==> config.mk <==
export PLATFORM = sky130hd
export DESIGN_NAME = sum_accumulator
export DESIGN_NICKNAME = d
export VERILOG_FILES = /design/src/rtl/sum_accumulator.sv
export SDC_FILE = /design/constraint.sdc
export NUM_CORES = 1
export LEC_CHECK = 0
export CAP_MARGIN = 0
export CORE_MARGIN = 2
export CORE_UTILIZATION = 45
export CTS_CLUSTER_DIAMETER = 120
export CTS_CLUSTER_SIZE = 24
export DETAILED_ROUTE_END_ITERATION = 7
export PLACE_DENSITY_LB_ADDON = 0.2
export SYNTH_ARGS = -nofsm -noshare
export SYNTH_HDL_FRONTEND = slang
export SYNTH_SLANG_ARGS = --single-unit
==> constraint.sdc <==
create_clock -name clk -period 3 [get_ports clk]
set_input_delay 0.6 -clock clk [delete_from_list [all_inputs] [get_ports clk]]
set_output_delay 0.6 -clock clk [all_outputs]
set_load 0.01 [all_outputs]
==> src/rtl/sum_accumulator.sv <==
`default_nettype none
// ============================================================================
// Module   : sum_accumulator
// Brief    : Accumulates COUNT {cout,sum} operands from the adder stage and
//            presents the block total with a sticky wrap/overflow flag.
// Revision : 1.0  initial release
// ============================================================================
module sum_accumulator #(
    parameter int DATA_W = 8,
    parameter int ACC_W  = 10,
    parameter int COUNT  = 4
) (
    input  logic              clk,
    input  logic              rst,
    input  logic              clear,
    input  logic              in_valid,
    output logic              in_ready,
    input  logic [DATA_W-1:0] in_sum,
    input  logic              in_cout,
    output logic              out_valid,
    input  logic              out_ready,
    output logic [ACC_W-1:0]  out_acc,
    output logic              out_ovf
);

    localparam int                 c_cnt_w = $clog2(COUNT + 1);
    localparam logic [c_cnt_w-1:0] c_count = c_cnt_w'(COUNT);
    localparam logic [c_cnt_w-1:0] c_one   = c_cnt_w'(1);

    typedef enum logic [0:0] {
        ST_ACCUM = 1'b0,
        ST_HOLD  = 1'b1
    } state_t;

    state_t              r_state;
    state_t              w_state_nxt;
    logic [ACC_W-1:0]    r_acc;
    logic [ACC_W-1:0]    w_acc_nxt;
    logic [c_cnt_w-1:0]  r_cnt;
    logic [c_cnt_w-1:0]  w_cnt_nxt;
    logic [c_cnt_w-1:0]  w_cnt_inc;
    logic                r_ovf;
    logic                w_ovf_nxt;
    logic [ACC_W:0]      w_operand;
    logic [ACC_W:0]      w_sum;

    // One extra bit on the adder exposes the carry out of the accumulator MSB.
    assign w_operand = {{(ACC_W - DATA_W){1'b0}}, in_cout, in_sum};
    assign w_sum     = {1'b0, r_acc} + w_operand;
    assign w_cnt_inc = r_cnt + c_one;

    always_ff @(posedge clk or posedge rst) begin
        if (rst) begin
            r_state <= ST_ACCUM;
            r_acc   <= '0;
            r_cnt   <= '0;
            r_ovf   <= 1'b0;
        end else begin
            r_state <= w_state_nxt;
            r_acc   <= w_acc_nxt;
            r_cnt   <= w_cnt_nxt;
            r_ovf   <= w_ovf_nxt;
        end
    end

    // Handshake outputs decode only the state, so out_ready never reaches in_ready.
    always_comb begin
        w_state_nxt = r_state;
        w_acc_nxt   = r_acc;
        w_cnt_nxt   = r_cnt;
        w_ovf_nxt   = r_ovf;
        in_ready    = 1'b0;
        out_valid   = 1'b0;

        case (r_state)
            ST_ACCUM: begin
                in_ready = 1'b1;
                if (in_valid) begin
                    w_acc_nxt = w_sum[ACC_W-1:0];
                    w_ovf_nxt = r_ovf | w_sum[ACC_W];
                    w_cnt_nxt = w_cnt_inc;
                    if (w_cnt_inc == c_count) begin
                        w_state_nxt = ST_HOLD;
                    end
                end
            end
            ST_HOLD: begin
                out_valid = 1'b1;
                if (out_ready) begin
                    w_state_nxt = ST_ACCUM;
                    w_acc_nxt   = '0;
                    w_cnt_nxt   = '0;
                    w_ovf_nxt   = 1'b0;
                end
            end
            default: begin
                w_state_nxt = ST_ACCUM;
            end
        endcase

        // Abort wins over any transfer or result handoff in the same cycle.
        if (clear) begin
            w_state_nxt = ST_ACCUM;
            w_acc_nxt   = '0;
            w_cnt_nxt   = '0;
            w_ovf_nxt   = 1'b0;
        end
    end

    assign out_acc = r_acc;
    assign out_ovf = r_ovf;

endmodule
`default_nettype wire

Yosys cells after proc, flatten, opt, wreduce, memory -nomap -nowiden

Index checks and enable logic that the tools add are counted.

Flip-flop bits (word level): 15
Logic and storage cells: 31
Output and inout port bits: 13

Multiplexer cells: 19
Eq/ne operators: 3
Reduce and logical (&&, ||, !) cells: 1
Add/sub/neg operators: 2
Bitwise logic cells: 2

Operator list:

| operator                                                       | count |
|---|---|
| 10-bit 2-to-1 mux                                              | 3 |
| 10-bit one-hot mux with 2 select lines                         | 1 |
| 10-bit by 9-bit adder with 11-bit output                       | 1 |
| 1-bit 2-to-1 mux                                               | 9 |
| 3-bit 2-to-1 mux                                               | 3 |
| 3-bit != test (second input constant)                          | 2 |
| 3-bit one-hot mux with 2 select lines                          | 1 |
| 1-bit one-hot mux with 2 select lines                          | 2 |
| 3-bit by 1-bit adder with 3-bit output (second input constant) | 1 |
| 3-bit == test (second input constant)                          | 1 |
| 2-bit AND reduction                                            | 1 |
| 1-bit inverter                                                 | 1 |
| 1-bit bitwise OR                                               | 1 |

Logic depth before layout (Yosys ltp)

Depth in word-level cells: 6
Mapped depth: 8

Least setup slack after synthesis

Ideal clock, no wire load.

Path kind: in2reg
Start point: input in_sum[0]
End point: register r_acc[8], in the netlist out_acc[8]
Cell stages on the path: 8
Required time: 2.878 ns
Library setup time: 0.122 ns
Slack: 0.695 ns
Arrival time: 2.183 ns
Cells stage by stage: ha_1 > inv_1 > fa_1 > nor2b_4 > o31a_1 > o311a_1 > or3_1 > a32o_1

Longest elaborated chain between the ends: 4

Ends and longest elaborated chain:

| item                                     | line | source |
|---|---|---|
| from (decl)                              | 18   | `input logic [DATA_W-1:0] in_sum,` |
| 10-bit by 9-bit adder with 11-bit output | 49   | `assign w_sum = {1'b0, r_acc} + w_operand;` |
| 10-bit 2-to-1 mux                        | 78   | `if (in_valid) begin` |
| 10-bit one-hot mux with 2 select lines   | 75   | `case (r_state)` |
| 10-bit 2-to-1 mux                        | 102  | `if (clear) begin` |
| to (signal assigned)                     | 60   | `r_acc <= w_acc_nxt;` |
| to (decl)                                | 37   | `logic [ACC_W-1:0] r_acc;` |

No other way between the ends. The select of a mux whose other input is x is not followed.
A chain may end at the register's enable or synchronous reset.

Worst setup path after layout

Ends and elaborated chain as after synthesis.

==> flow_metrics.tcl <==
set metrics [dict create \
    async_flop_share_pct 100.0 \
    die_x_um 50.93 \
    io_pins 27 \
    cts_buffers 3 \
    via_per_inst 5.506 \
    synth_edf_count 0 \
    synth_top_cell_by_area "dfrtp_1" \
    firstDrtPassIters 4 \
    antenna_found_initial 0 \
    wl_met1_mm 1.025 \
    synth-seq-cells 15 \
    grt_pass1_vias 862 \
    setup_viol 0 \
    maxCapViolCount 0 \
    synth_flop_cell "dfrtp_1" \
    status "finished, final reports clean" \
    power_density_nw_per_um2 431.2 \
    clockBufferDepth 2 \
    hold_class "flip-flop to flip-flop" \
    htreeDepth 1 \
    final_nets 162 \
    cts_tree "built" \
    timing.hold.ws_ns 0.5126 \
    synth_area_per_cell_um2 9.438 \
    vias 892 \
    worst_setup_path_end_kind "flip-flop" \
    core_area_um2 2022 \
    synth.area.top_cells "dfrtp_1 38%, ha_1 14%, o21ai_0 5.6%, nand2_1 4.5%, a21oi_1 3.0%" \
    cp_max_fo 2 \
    dp.final_hpwl_mm 1.584 \
    critical_path_arrival_ns 2.69 \
    final_common_cell "clkdlybuf4s50_1" \
    clk_latency_ns 0.29 \
    tightest_slew_ns 0.6196 \
    maxUsedRoutingLayer "met4" \
    syn_to_final_growth_pct 32.70 \
    finClkSkew_ns 0.005805 \
    postCtsSetupBuffers 0 \
    fin_crit_sh_pct 83.16 \
    p_leak_uw 0.0006187 \
    setup_tns_ns 0 \
    holdBufCountCts 0 \
    worst-setup-path-type "primary input to flip-flop" \
    grt_overflow 0 \
    gp_congestion 0.8203 \
    drc 0 \
    drive_gt1_share_pct 6.667 \
    n_fill_cell 180 \
    yosysUniqueCellTypes 31 \
    final_cell_mix "26 x clkdlybuf4s50_1, 15 x dfrtp_1, 12 x nand2_1" \
    period_minus_slack_ns 2.495 \
    hold_viol_final 0 \
    route.met3.wl_um 63 \
    rows 16 \
    final-max-slew-violation-count 0 \
    relSlewSlack_pct 58.65 \
    cts_repair_resize_count 0 \
    drt-initial-drc-count 12 \
    yosysSeqAreaShare_pct 37.88 \
    grt_max_degree 16 \
    regToRegSetupSlack_ns 0.82 \
    die_h_um 50.93 \
    crit_required_ns 3.19 \
    wl_met2_um 969 \
    vdd_ir_drop_max_v 0.0003189 \
    die_area_um2 2593 \
    grt_setup_unrepaired "false" \
    cp-start-kind "primary input" \
    diodes 0 \
    synthCells 105 \
    cts_num_sinks 15 \
    ys.warnings.count 0 \
    synth.net_count 131 \
    yosysTopAreaCellShare_pct 37.88 \
    drt-total-wl_mm 2.109 \
    grt_usage_pct 18.50 \
    port_buffers 26 \
    initial_core_util_pct 49.01 \
    fmax_mhz 400.8 \
    grt_pass1_wl_mm 3.567 \
    ant_nets 0 \
    path_clk_slew_ns 0.10 \
    wl_per_cell_um 13.02 \
    syn_area_um2 991.0 \
    cts-root-buf "clkbuf_4" \
]
[registers in the layout (all words and copies together) (netlist names)]
| register | count |
|---|---|
| out_ovf | 1 |
| out_acc | 10 |
| r_state | 1 |
| r_cnt | 3 |
[metal layers]
metal  track usage (%)  vias up
met2             31.17       17
met3             2.632        5
li1                  -      437
met5                 0        -
met1             22.91      433
met4             9.459        0
[cell type report]
class	count	area, µm²	area share (%)
clock inverter	1	5.005	0.3806
sequential	15	375.4	28.54
timing repair buffer	27	267.8	20.36
clock buffer	3	22.52	1.713
inverter	8	30.03	2.284
multi-input combinational	81	580.6	44.15
tap	27	33.78	2.569
[cells by family after synthesis]
kind of cell | share of synthesized area (%)
and+or+nand+nor | 16.16
buffers and inverters | 3.535
adders and majority gates | 15.91
DFF | 37.88
AOI/OAI and AO/OA | 22.10
xor gates and xnor gates | 4.420
[Yosys cell counts, types with 2 or more instances]
| master | number |
|---|---|
| dfrtp_1 | 15 |
| nand2_1 | 12 |
| ha_1 | 11 |
| o21ai_0 | 11 |
| inv_1 | 8 |
| a21oi_1 | 6 |
| nor2_1 | 4 |
| a21o_1 | 3 |
| nand3_1 | 3 |
| nand4_1 | 3 |
| xor2_1 | 3 |
| a211oi_1 | 2 |
| a22o_1 | 2 |
| a32o_1 | 2 |
| nand2b_1 | 2 |
| or3_1 | 2 |
| xnor2_1 | 2 |
[power breakdown]
part	switching (µW)	internal [µW]
logic	97.0	109
registers	17.5	222
clock network	72.1	49.7
[worst paths after layout]
check,startpoint,depth (start not counted),endpoint
worst max-delay path,in_sum[0],9,out_acc[8]$_DFFE_PP0P_
worst min-delay path,r_cnt[2]$_DFFE_PP0P_,2,r_cnt[2]$_DFFE_PP0P_
worst max register to register,out_acc[0]$_DFFE_PP0P_,8,out_acc[8]$_DFFE_PP0P_
worst min register to register,r_cnt[2]$_DFFE_PP0P_,2,r_cnt[2]$_DFFE_PP0P_
max in group asynchronous,rst,2,out_acc[2]$_DFFE_PP0P_
min in group asynchronous,rst,2,out_acc[0]$_DFFE_PP0P_
[metrics by stage]
step	std cells	setup WS (ns)	total power [µW]	area (µm²)	utilization, %
floorplan	105	0.6955	368.0	991.0	-
global placement	158	0.2251	445.5	1287	63.68
detailed placement	158	0.1892	449.0	1287	63.68
CTS	162	0.5164	574.5	1315	65.04
global route	162	0.4347	604.8	1315	65.04
finish	162	0.5052	567.0	1315	65.04
[worst max-delay path, stage by stage]
cell and delay, ns:
clkdlybuf4s50_1 0.41, ha_1 0.21, inv_1 0.07, fa_1 0.24, nor2b_4 0.05, o31a_1 0.26, o311a_1 0.30, or3_1 0.31
a32o_1 0.24
No activity file was read; power rests on OpenSTA's default activity.
